==> src/rtl/fpu_pkg.sv <==
// Shared definitions for the FP add scheduler: float field widths, the
// canonical quiet NaN, field helper constants and the scheduler state enum.
package fpu_pkg;

    localparam int unsigned DATAW = 32;
    localparam int unsigned EXPW  = 8;
    localparam int unsigned MANW  = 23;

    // Canonical qNaN: sign 0, exponent all ones, mantissa MSB only
    localparam logic [DATAW-1:0] QNAN     = 32'h7FC0_0000;
    localparam logic [EXPW-1:0]  EXP_ONES = '1;
    localparam logic [MANW-1:0]  MAN_ZERO = '0;

    typedef enum logic [2:0] {
        IDLE,
        CLASSIFY,
        ISSUE,
        WAIT,
        RESP
    } state_t;

endpackage

==> src/rtl/fdecode.sv <==
// Combinational float field decoder.
// Ports: value (float in); sign_c, nan_c, inf_c, zero_c (class flags).
// Denormals report none of nan/inf/zero.
module fdecode
    import fpu_pkg::*;
(
    input  logic [DATAW-1:0] value,
    output logic             sign_c,
    output logic             nan_c,
    output logic             inf_c,
    output logic             zero_c
);

    logic [EXPW-1:0] exp_f;
    logic [MANW-1:0] man_f;

    assign sign_c = value[DATAW-1];
    assign exp_f  = value[DATAW-2 -: EXPW];
    assign man_f  = value[MANW-1:0];

    assign nan_c  = (exp_f == EXP_ONES) && (man_f != MAN_ZERO);
    assign inf_c  = (exp_f == EXP_ONES) && (man_f == MAN_ZERO);
    assign zero_c = (exp_f == '0)       && (man_f == MAN_ZERO);

endmodule

==> src/rtl/fpu_add_sched.sv <==
// Shares one multi-cycle FP adder core between two requesters.
// Ports: clk/rst (sync, active-high); req0_*/req1_* valid/ready request
// channels with operands a/b; core_start/core_a/core_b launch the core,
// core_done/core_result return its sum; rsp_* is the tagged response
// channel (rsp_id = requester index).
// IEEE special cases are resolved locally; only ordinary operands use the core.
module fpu_add_sched
    import fpu_pkg::*;
(
    input  logic             clk,
    input  logic             rst,
    input  logic             req0_valid,
    output logic             req0_ready,
    input  logic [DATAW-1:0] req0_a,
    input  logic [DATAW-1:0] req0_b,
    input  logic             req1_valid,
    output logic             req1_ready,
    input  logic [DATAW-1:0] req1_a,
    input  logic [DATAW-1:0] req1_b,
    output logic             core_start,
    output logic [DATAW-1:0] core_a,
    output logic [DATAW-1:0] core_b,
    input  logic             core_done,
    input  logic [DATAW-1:0] core_result,
    output logic             rsp_valid,
    input  logic             rsp_ready,
    output logic             rsp_id,
    output logic [DATAW-1:0] rsp_result
);

    state_t           state;
    state_t           state_nxt;
    logic             rr;
    logic             grant0;
    logic             grant1;
    logic             accept;
    logic             sign_a, nan_a, inf_a, zero_a;
    logic             sign_b, nan_b, inf_b, zero_b;
    logic             spec_hit;
    logic [DATAW-1:0] spec_val;

    // Round-robin grant: pointer side wins when both are valid
    assign grant0 = req0_valid & (~rr | ~req1_valid);
    assign grant1 = req1_valid & ( rr | ~req0_valid);

    assign req0_ready = (state == IDLE) & grant0;
    assign req1_ready = (state == IDLE) & grant1;
    assign core_start = (state == ISSUE);
    assign rsp_valid  = (state == RESP);

    fdecode u_dec_a (
        .value  (core_a),
        .sign_c (sign_a),
        .nan_c  (nan_a),
        .inf_c  (inf_a),
        .zero_c (zero_a)
    );

    fdecode u_dec_b (
        .value  (core_b),
        .sign_c (sign_b),
        .nan_c  (nan_b),
        .inf_c  (inf_b),
        .zero_c (zero_b)
    );

    // Special-case resolution on the latched operands
    always_comb begin
        spec_hit = 1'b1;
        spec_val = QNAN;
        if (nan_a || nan_b) begin
            spec_val = QNAN;
        end else if (inf_a && inf_b) begin
            spec_val = (sign_a != sign_b) ? QNAN : core_a;
        end else if (inf_a) begin
            spec_val = core_a;
        end else if (inf_b) begin
            spec_val = core_b;
        end else if (zero_a && zero_b) begin
            // -0 only when both zeros are negative
            spec_val = {sign_a & sign_b, (DATAW-1)'(0)};
        end else if (zero_a) begin
            spec_val = core_b;
        end else if (zero_b) begin
            spec_val = core_a;
        end else begin
            spec_hit = 1'b0;
        end
    end

    // State register
    always_ff @(posedge clk) begin
        if (rst) begin
            state <= IDLE;
        end else begin
            state <= state_nxt;
        end
    end

    // Next-state logic
    always_comb begin
        state_nxt = state;
        accept    = 1'b0;
        case (state)
            IDLE: begin
                if (grant0 || grant1) begin
                    accept    = 1'b1;
                    state_nxt = CLASSIFY;
                end
            end
            CLASSIFY: state_nxt = spec_hit ? RESP : ISSUE;
            ISSUE:    state_nxt = WAIT;
            WAIT:     if (core_done) state_nxt = RESP;
            RESP:     if (rsp_ready) state_nxt = IDLE;
            default:  state_nxt = IDLE;
        endcase
    end

    // Operand latch, pointer and response registers
    always_ff @(posedge clk) begin
        if (rst) begin
            rr         <= 1'b0;
            core_a     <= '0;
            core_b     <= '0;
            rsp_id     <= 1'b0;
            rsp_result <= '0;
        end else begin
            if (accept) begin
                core_a <= grant0 ? req0_a : req1_a;
                core_b <= grant0 ? req0_b : req1_b;
                rsp_id <= grant1;
                rr     <= grant0;
            end
            if ((state == CLASSIFY) && spec_hit) begin
                rsp_result <= spec_val;
            end
            if ((state == WAIT) && core_done) begin
                rsp_result <= core_result;
            end
        end
    end

endmodule

==> config.mk <==
export PLATFORM = sky130hd
export DESIGN_NAME = fpu_add_sched
export DESIGN_NICKNAME = d
export VERILOG_FILES = /design/src/rtl/fpu_pkg.sv /design/src/rtl/fdecode.sv /design/src/rtl/fpu_add_sched.sv
export SDC_FILE = /design/constraint.sdc
export NUM_CORES = 1
export LEC_CHECK = 0
export ABC_AREA = 1
export CORE_ASPECT_RATIO = 1.1
export CORE_MARGIN = 4
export CORE_UTILIZATION = 27
export DETAILED_ROUTE_END_ITERATION = 6
export GPL_ROUTABILITY_DRIVEN = 0
export GPL_TIMING_DRIVEN = 0
export PLACE_DENSITY = 0.66
export REMOVE_ABC_BUFFERS = 1
export SLEW_MARGIN = 20
export SYNTH_ARGS = -nofsm -noshare
export SYNTH_HDL_FRONTEND = slang
export SYNTH_SLANG_ARGS = --single-unit
==> constraint.sdc <==
create_clock -name clk -period 1.95 [get_ports clk]
set_input_delay 0.39 -clock clk [delete_from_list [all_inputs] [get_ports clk]]
set_output_delay 0.39 -clock clk [all_outputs]
set_load 0.01 [all_outputs]
# After elaboration in Yosys (flattened, before gate mapping)
# Cells that the tools add are included.
# Widths: inputs -> output; s select.
[word_totals]
in_bits = 166
elab_cells = 73
ff_bits = 101
memories = 0
rom_bits = 0
output_inout_bits = 101
latchBits = 0
ram_bits = 0
[op_classes]
multipliers = 0
n_div = 0
bitwise_logic = 10
addsub = 0
mux = 26
shifts = 0
eq_ne = 10
order_cmp = 0
reduce_logical = 21
[ops]
columns = ["op", "count"]
rows = [
  ["$mux 32", 12],
  ["$logic_not 23->1", 2],
  ["$reduce_bool 23->1", 2],
  ["$eq 8x8->1 const B", 2],
  ["$logic_not 8->1", 2],
  ["$pmux 3 s5", 1],
  ["$mux 3", 4],
  ["$logic_and 1x1->1", 10],
  ["$mux 1", 9],
  ["$eq 3x2->1 const B", 2],
  ["$and 1x1->1", 5],
  ["$ne 2x1->1 const B", 2],
  ["$eq 3x1->1 const B", 1],
  ["$eq 3x3->1 const B", 1],
  ["$logic_not 3->1", 1],
  ["$not 1->1", 3],
  ["$reduce_and 3->1", 1],
  ["$logic_or 1x1->1", 2],
  ["$ne 2x2->1 const B", 1],
  ["$or 1x1->1", 2],
  ["$reduce_bool 2->1", 1],
  ["$ne 1x1->1", 1],
]

# Longest topological paths before layout
[depth]
word_depth = 12
depth_mapped = 16

# Hierarchy
# Synthesis repeated with hierarchy kept, for this count alone.
[unflattened]
cells_unflattened = 1038
hier_area_um2 = 6057.1
[by_module_without_submodules]
columns = ["mod", "cells_each", "seq_area_each_um2", "instances", "area_each_um2"]
rows = [
  ["fpu_add_sched", 964, 2021.9, 1, 5756.8],
  ["fdecode", 37, 0.0, 2, 150.1],
]

# Worst setup path after synthesis
# Ideal clock, no wire load.
[synth_path]
path_kind = "register to register"
start = "reg core_a[24]"
end = "reg rsp_result[11]"
stages_incl_launch_ff = 12
t_required_ns = 1.885
t_arrival_ns = 1.701
synth_period_minus_slack_ns = 1.767
setup_slack_ns = 0.183
cell_sequence = "dfxtp_1 > inv_1 > nor3_1 > nand3_1 > nor2_1 > inv_1 > o21ai_4 > buf_2 > nand2_1 > a21oi_1 > nor2_1 > nor2_1"
[synth_via]
elab_chain_cells = 10
word_cells_on_any_way = 24
classes_between = "1 x eq/ne; 14 x mux; 9 x reduce/logical"
[synth_lines]
columns = ["item", "line", "text"]
rows = [
  ["start, declared", "fpu_add_sched.sv:21", "output logic [DATAW-1:0] core_a,"],
  ["start signal, assigned", "fpu_add_sched.sv:129", "core_a <= grant0 ? req0_a : req1_a;"],
  ["$logic_not 8->1", "fdecode.sv:23", "assign zero_c = (exp_f == '0) && (man_f == MAN_ZERO);"],
  ["$logic_and 1x1->1", "fdecode.sv:23", ""],
  ["$mux 32 (tied with other cells)", "fpu_add_sched.sv:82", "end else if (zero_a) begin"],
  ["$mux 32 / $mux 1 (equally long branches)", "fpu_add_sched.sv:79", "end else if (zero_a && zero_b) begin"],
  ["$mux 32 / $mux 1 (equally long branches)", "fpu_add_sched.sv:77", "end else if (inf_b) begin"],
  ["$mux 32 / $mux 1 (equally long branches)", "fpu_add_sched.sv:75", "end else if (inf_a) begin"],
  ["$mux 32 / $mux 1 (equally long branches)", "fpu_add_sched.sv:73", "end else if (inf_a && inf_b) begin"],
  ["$mux 32 / $mux 1 (equally long branches)", "fpu_add_sched.sv:71", "if (nan_a || nan_b) begin"],
  ["$mux 32 / $logic_and 1x1->1 (equally long branches)", "fpu_add_sched.sv:134", "if ((state == CLASSIFY) && spec_hit) begin"],
  ["$mux 32 / $reduce_bool 2->1 (equally long branches)", "n/a", ""],
  ["end signal, assigned", "fpu_add_sched.sv:135", "rsp_result <= spec_val;"],
  ["end signal, assigned", "fpu_add_sched.sv:138", "rsp_result <= core_result;"],
  ["end, declared", "fpu_add_sched.sv:28", "output logic [DATAW-1:0] rsp_result"],
]
# Several ways; a longest one is shown, not always the timed one. The select of a mux whose other input is x is not followed.
# A chain may end at the register's enable or synchronous reset.

# Final worst setup path
[layout_path]
start = "reg core_a[25]"
end = "reg rsp_result[4]"
# Same word-level chain as after synthesis.

==> key figures <==
Clock tree
  – Clk pin slew, worst setup/hold paths: 70 ps
  – CTS tree: done
  – # clock sinks: 101
  – Clock Latency Late Sink: 350 ps
  – CTS Buffer Depth: 2
  – Root Buffer: clkbuf_16
  – Num CTS Buffers: 9
  – Htree depth: 3

Timing
  – Min Hold Slack: 463 ps
  – Final Hold Violating Endpoints: 0
  – Worst Tran Pin Value: 527 ps
  – Worst Skew: 11.0 ps
  – Slew margin rel.: 64.9%
  – Crit share post-route: 104%
  – Final setup TNS: -1400 ps
  – Min Tclk post-route: 2030 ps
  – Max Fclk: 493 MHz
  – RSZ-0062 raised after global routing: yes
  – Pins Over Slew Limit: 0
  – Final worst slack: -78.0 ps
  – Final setup vio count: 30

Setup path
  – CP max stage delay: 310 ps
  – FF-to-FF path depth: 13
  – Worst R2R End: rsp_result[4]$_SDFFE_PP0P_
  – Worst reg2reg startpoint: core_a[25]$_SDFFE_PP0P_
  – Crit path required time: 2240 ps
  – Slowest CP cell: dfxtp_1
  – Critical path's most frequent cell: inv_1
  – CP cell instances: inv_1 -> nand4_1 -> inv_1 -> nand2_1 -> nor2_4 -> nor2_4 -> nand2_2 -> nand2_2 -> inv_1 -> nand2_4 -> a21oi_1 -> nor2_1 -> nor2_1
  – Setup slack, reg-to-reg: -80 ps
  – CP endpoint kind: flip-flop
  – CP delay by family, top: simple AND/OR/NAND/NOR gates
  – CP startpoint kind: flip-flop
  – Crit path kind: reg -> reg
  – CP bufs+invs: 3
  – CP arrival: 2320 ps
  – CP Max Fanout: 15

Min path
  – HP Start: rsp_id$_SDFFE_PP0P_
  – Hold endpoint: rsp_id$_SDFFE_PP0P_
  – Worst Hold Class: reg -> reg
  – Hold path cells: 2

Placement
  – IO buf count: 266
  – Placed Cells: 1266
  – Post-DP Area: 8420 sq um
  – DP Wirelength: 15400 um
  – Dpl ws: -1240 ps

Routing
  – Drt first-iter violations: 294
  – Drt via density: 4.87
  – WL/cell: 19.0 um
  – Drt first pass iters: 4
  – WL final: 25600 um
  – DRT antenna net count: 0
  – Vias: 6563
  – Residual DRC: 0

Synth
  – YS warnings: 0
  – Sequential area share after synthesis: 37.1%
  – Netlist Area Pre-Place: 5460 sq um
  – Synth unique cells: 27
  – Post-synth EDFFs: 0
  – Synth async-reset ratio: 0%
  – Main flop type after synthesis: dfxtp_1
  – Avg Inst Size Synth: 6.90 sq um
  – Cells after Synth: 791
  – Seq cells post-synth: 101

Power
  – Leak pwr: 3.90 nW
  – Pwr dens: 766 nW/um^2
  – Power, Total: 7.69 mW
  – VDD IR max: 0.472 mV

GRT
  – Antenna violations before repair: 0
  – Vias in the first global route: 6328
  – Tot GR Track Use: 20.2%
  – First-pass GRT wire length: 35200 um
  – GR met1 Demand/Resource: 25.2%
  – Routing usage on met2: 35.2%
  – Most Crowded Layer GR: met2
  – GR Util met3: 3.89%
  – Grt ovf: 0
  – Largest net degree at the start of global routing: 53

Floorplanning
  – Core area: 19900 sq um
  – Die area: 22500 sq um
  – Row count: 54
  – Initial Util: 27.5%
  – Die H: 157 um
  – Die width: 144 um
  – Ports: 267

Cells and area
  – Area growth, synth to finish: 83.9%
  – Fillers: 1908
  – Final nets: 1259
  – Final instance area: 10000 sq um
  – Post-route non-filler standard cell count: 1349
  – Layout cells sized above 1: 24.2%
  – Total inserted antenna cells: 0
  – Core Util, Final: 50.5%

Status
  – Status: complete, but fails checks
  – Failing checks: negative setup slack

Flow run
  – Max Cap Violations: 0
-- cell usage in the layout (no fill, tap or decap), drive strengths merged, types with 19 or more instances in the layout --
| cell type | netlist | routed |
|---|---|---|
| dfxtp | 101 | 101 |
| a211oi | 48 | 48 |
| nor2 | 126 | 127 |
| clkbuf | 29 | 19 |
| inv | 74 | 76 |
| mux2 | 40 | 40 |
| nand2 | 188 | 189 |
| clkdlybuf4s50 | 0 | 259 |
| buf | 22 | 60 |
| o21ai | 49 | 51 |
| a21oi | 79 | 79 |
-- flip-flops by register name, summed over array words and instances, names as in the netlist --
signal and count:
state 3, core_b 32, rsp_result 32, core_a 32, rr 1, rsp_id 1
-- synthesized netlist by cell type, types with 5 or more instances --
master | n | area, sq um
nor3_1 | 5 | 25.0
nand4_1 | 8 | 50.1
nor2_1 | 118 | 443
buf_2 | 13 | 65.1
dfxtp_1 | 101 | 2020
clkbuf_1 | 29 | 109
nand3_1 | 6 | 30.0
nand2_1 | 188 | 706
a21oi_1 | 79 | 395
o221ai_1 | 7 | 61.3
a211oi_1 | 48 | 360
o21ai_0 | 47 | 235
nor2_2 | 5 | 31.3
mux2_2 | 40 | 450
inv_1 | 72 | 270
-- power by group --
| group | internal (mW) | total, mW | switching (mW) |
|---|---|---|---|
| Combinational | 1.59 | 3.08 | 1.49 |
| Clock | 1.17 | 2.01 | 0.838 |
| Sequential | 2.34 | 2.60 | 0.260 |
| Total | 5.09 | 7.69 | 2.59 |
-- worst max path at each step --
stage / endpoint / depth (start not counted) / slack [ps] / startpoint
2_1_floorplan: core_a[22]$_SDFFE_PP0P_ / 6 / -6010 / req1_valid
3_3_place_gp: core_a[22]$_SDFFE_PP0P_ / 7 / -12370 / req1_valid
3_5_place_dp: rsp_result[16]$_SDFFE_PP0P_ / 14 / -1240 / core_b[11]$_SDFFE_PP0P_
4_1_cts: rsp_result[16]$_SDFFE_PP0P_ / 15 / -90 / core_b[4]$_SDFFE_PP0P_
5_1_grt: rsp_result[1]$_SDFFE_PP0P_ / 15 / -220 / core_b[22]$_SDFFE_PP0P_
6_report: rsp_result[4]$_SDFFE_PP0P_ / 13 / -80 / core_a[25]$_SDFFE_PP0P_
-- area by class of cell --
cell class	count	area, sq um	share of cell area [%]
timing repair inverter	3	25.0	0.249
inverter	76	313	3.12
clock inverter	5	82.6	0.823
multi-input combinational	567	3370	33.6
clock buffer	11	243	2.42
timing repair buffer	334	3610	36.0
sequential	101	2070	20.7
tap	252	315	3.14
-- kinds of logic after synthesis --
group / synth area share (%)
buf+inv: 9.72
flops: 37.1
simple gates: 24.4
fa+ha+maj: 0.229
compound gates: 20.4
mux: 8.26
-- worst register-to-register path: stages, from the launching register on --
cell	delay, ps
dfxtp_1	310
inv_1	210
nand4_1	130
inv_1	60
nand2_1	90
nor2_4	150
nor2_4	50
nand2_2	60
nand2_2	70
inv_1	270
nand2_4	240
a21oi_1	180
nor2_1	60
nor2_1	80
-- routing by layer --
metal  wire [um]  vias to the layer above
li1            -                     3206
met1       10500                     3095
met2       12900                      237
met3        1740                       25
met4         465                        0
met5           0                        -
-- repair_timing --
action                                  in CTS  in global routing
hold buffers                                 0                  0
cloned                                       9                  8
gates resized for setup                    105                 93
pin swaps                                   40                 35
setup buffers                               37                 13
endpoints found under the setup margin     100                 81
Power figures use the tool's default switching activity.
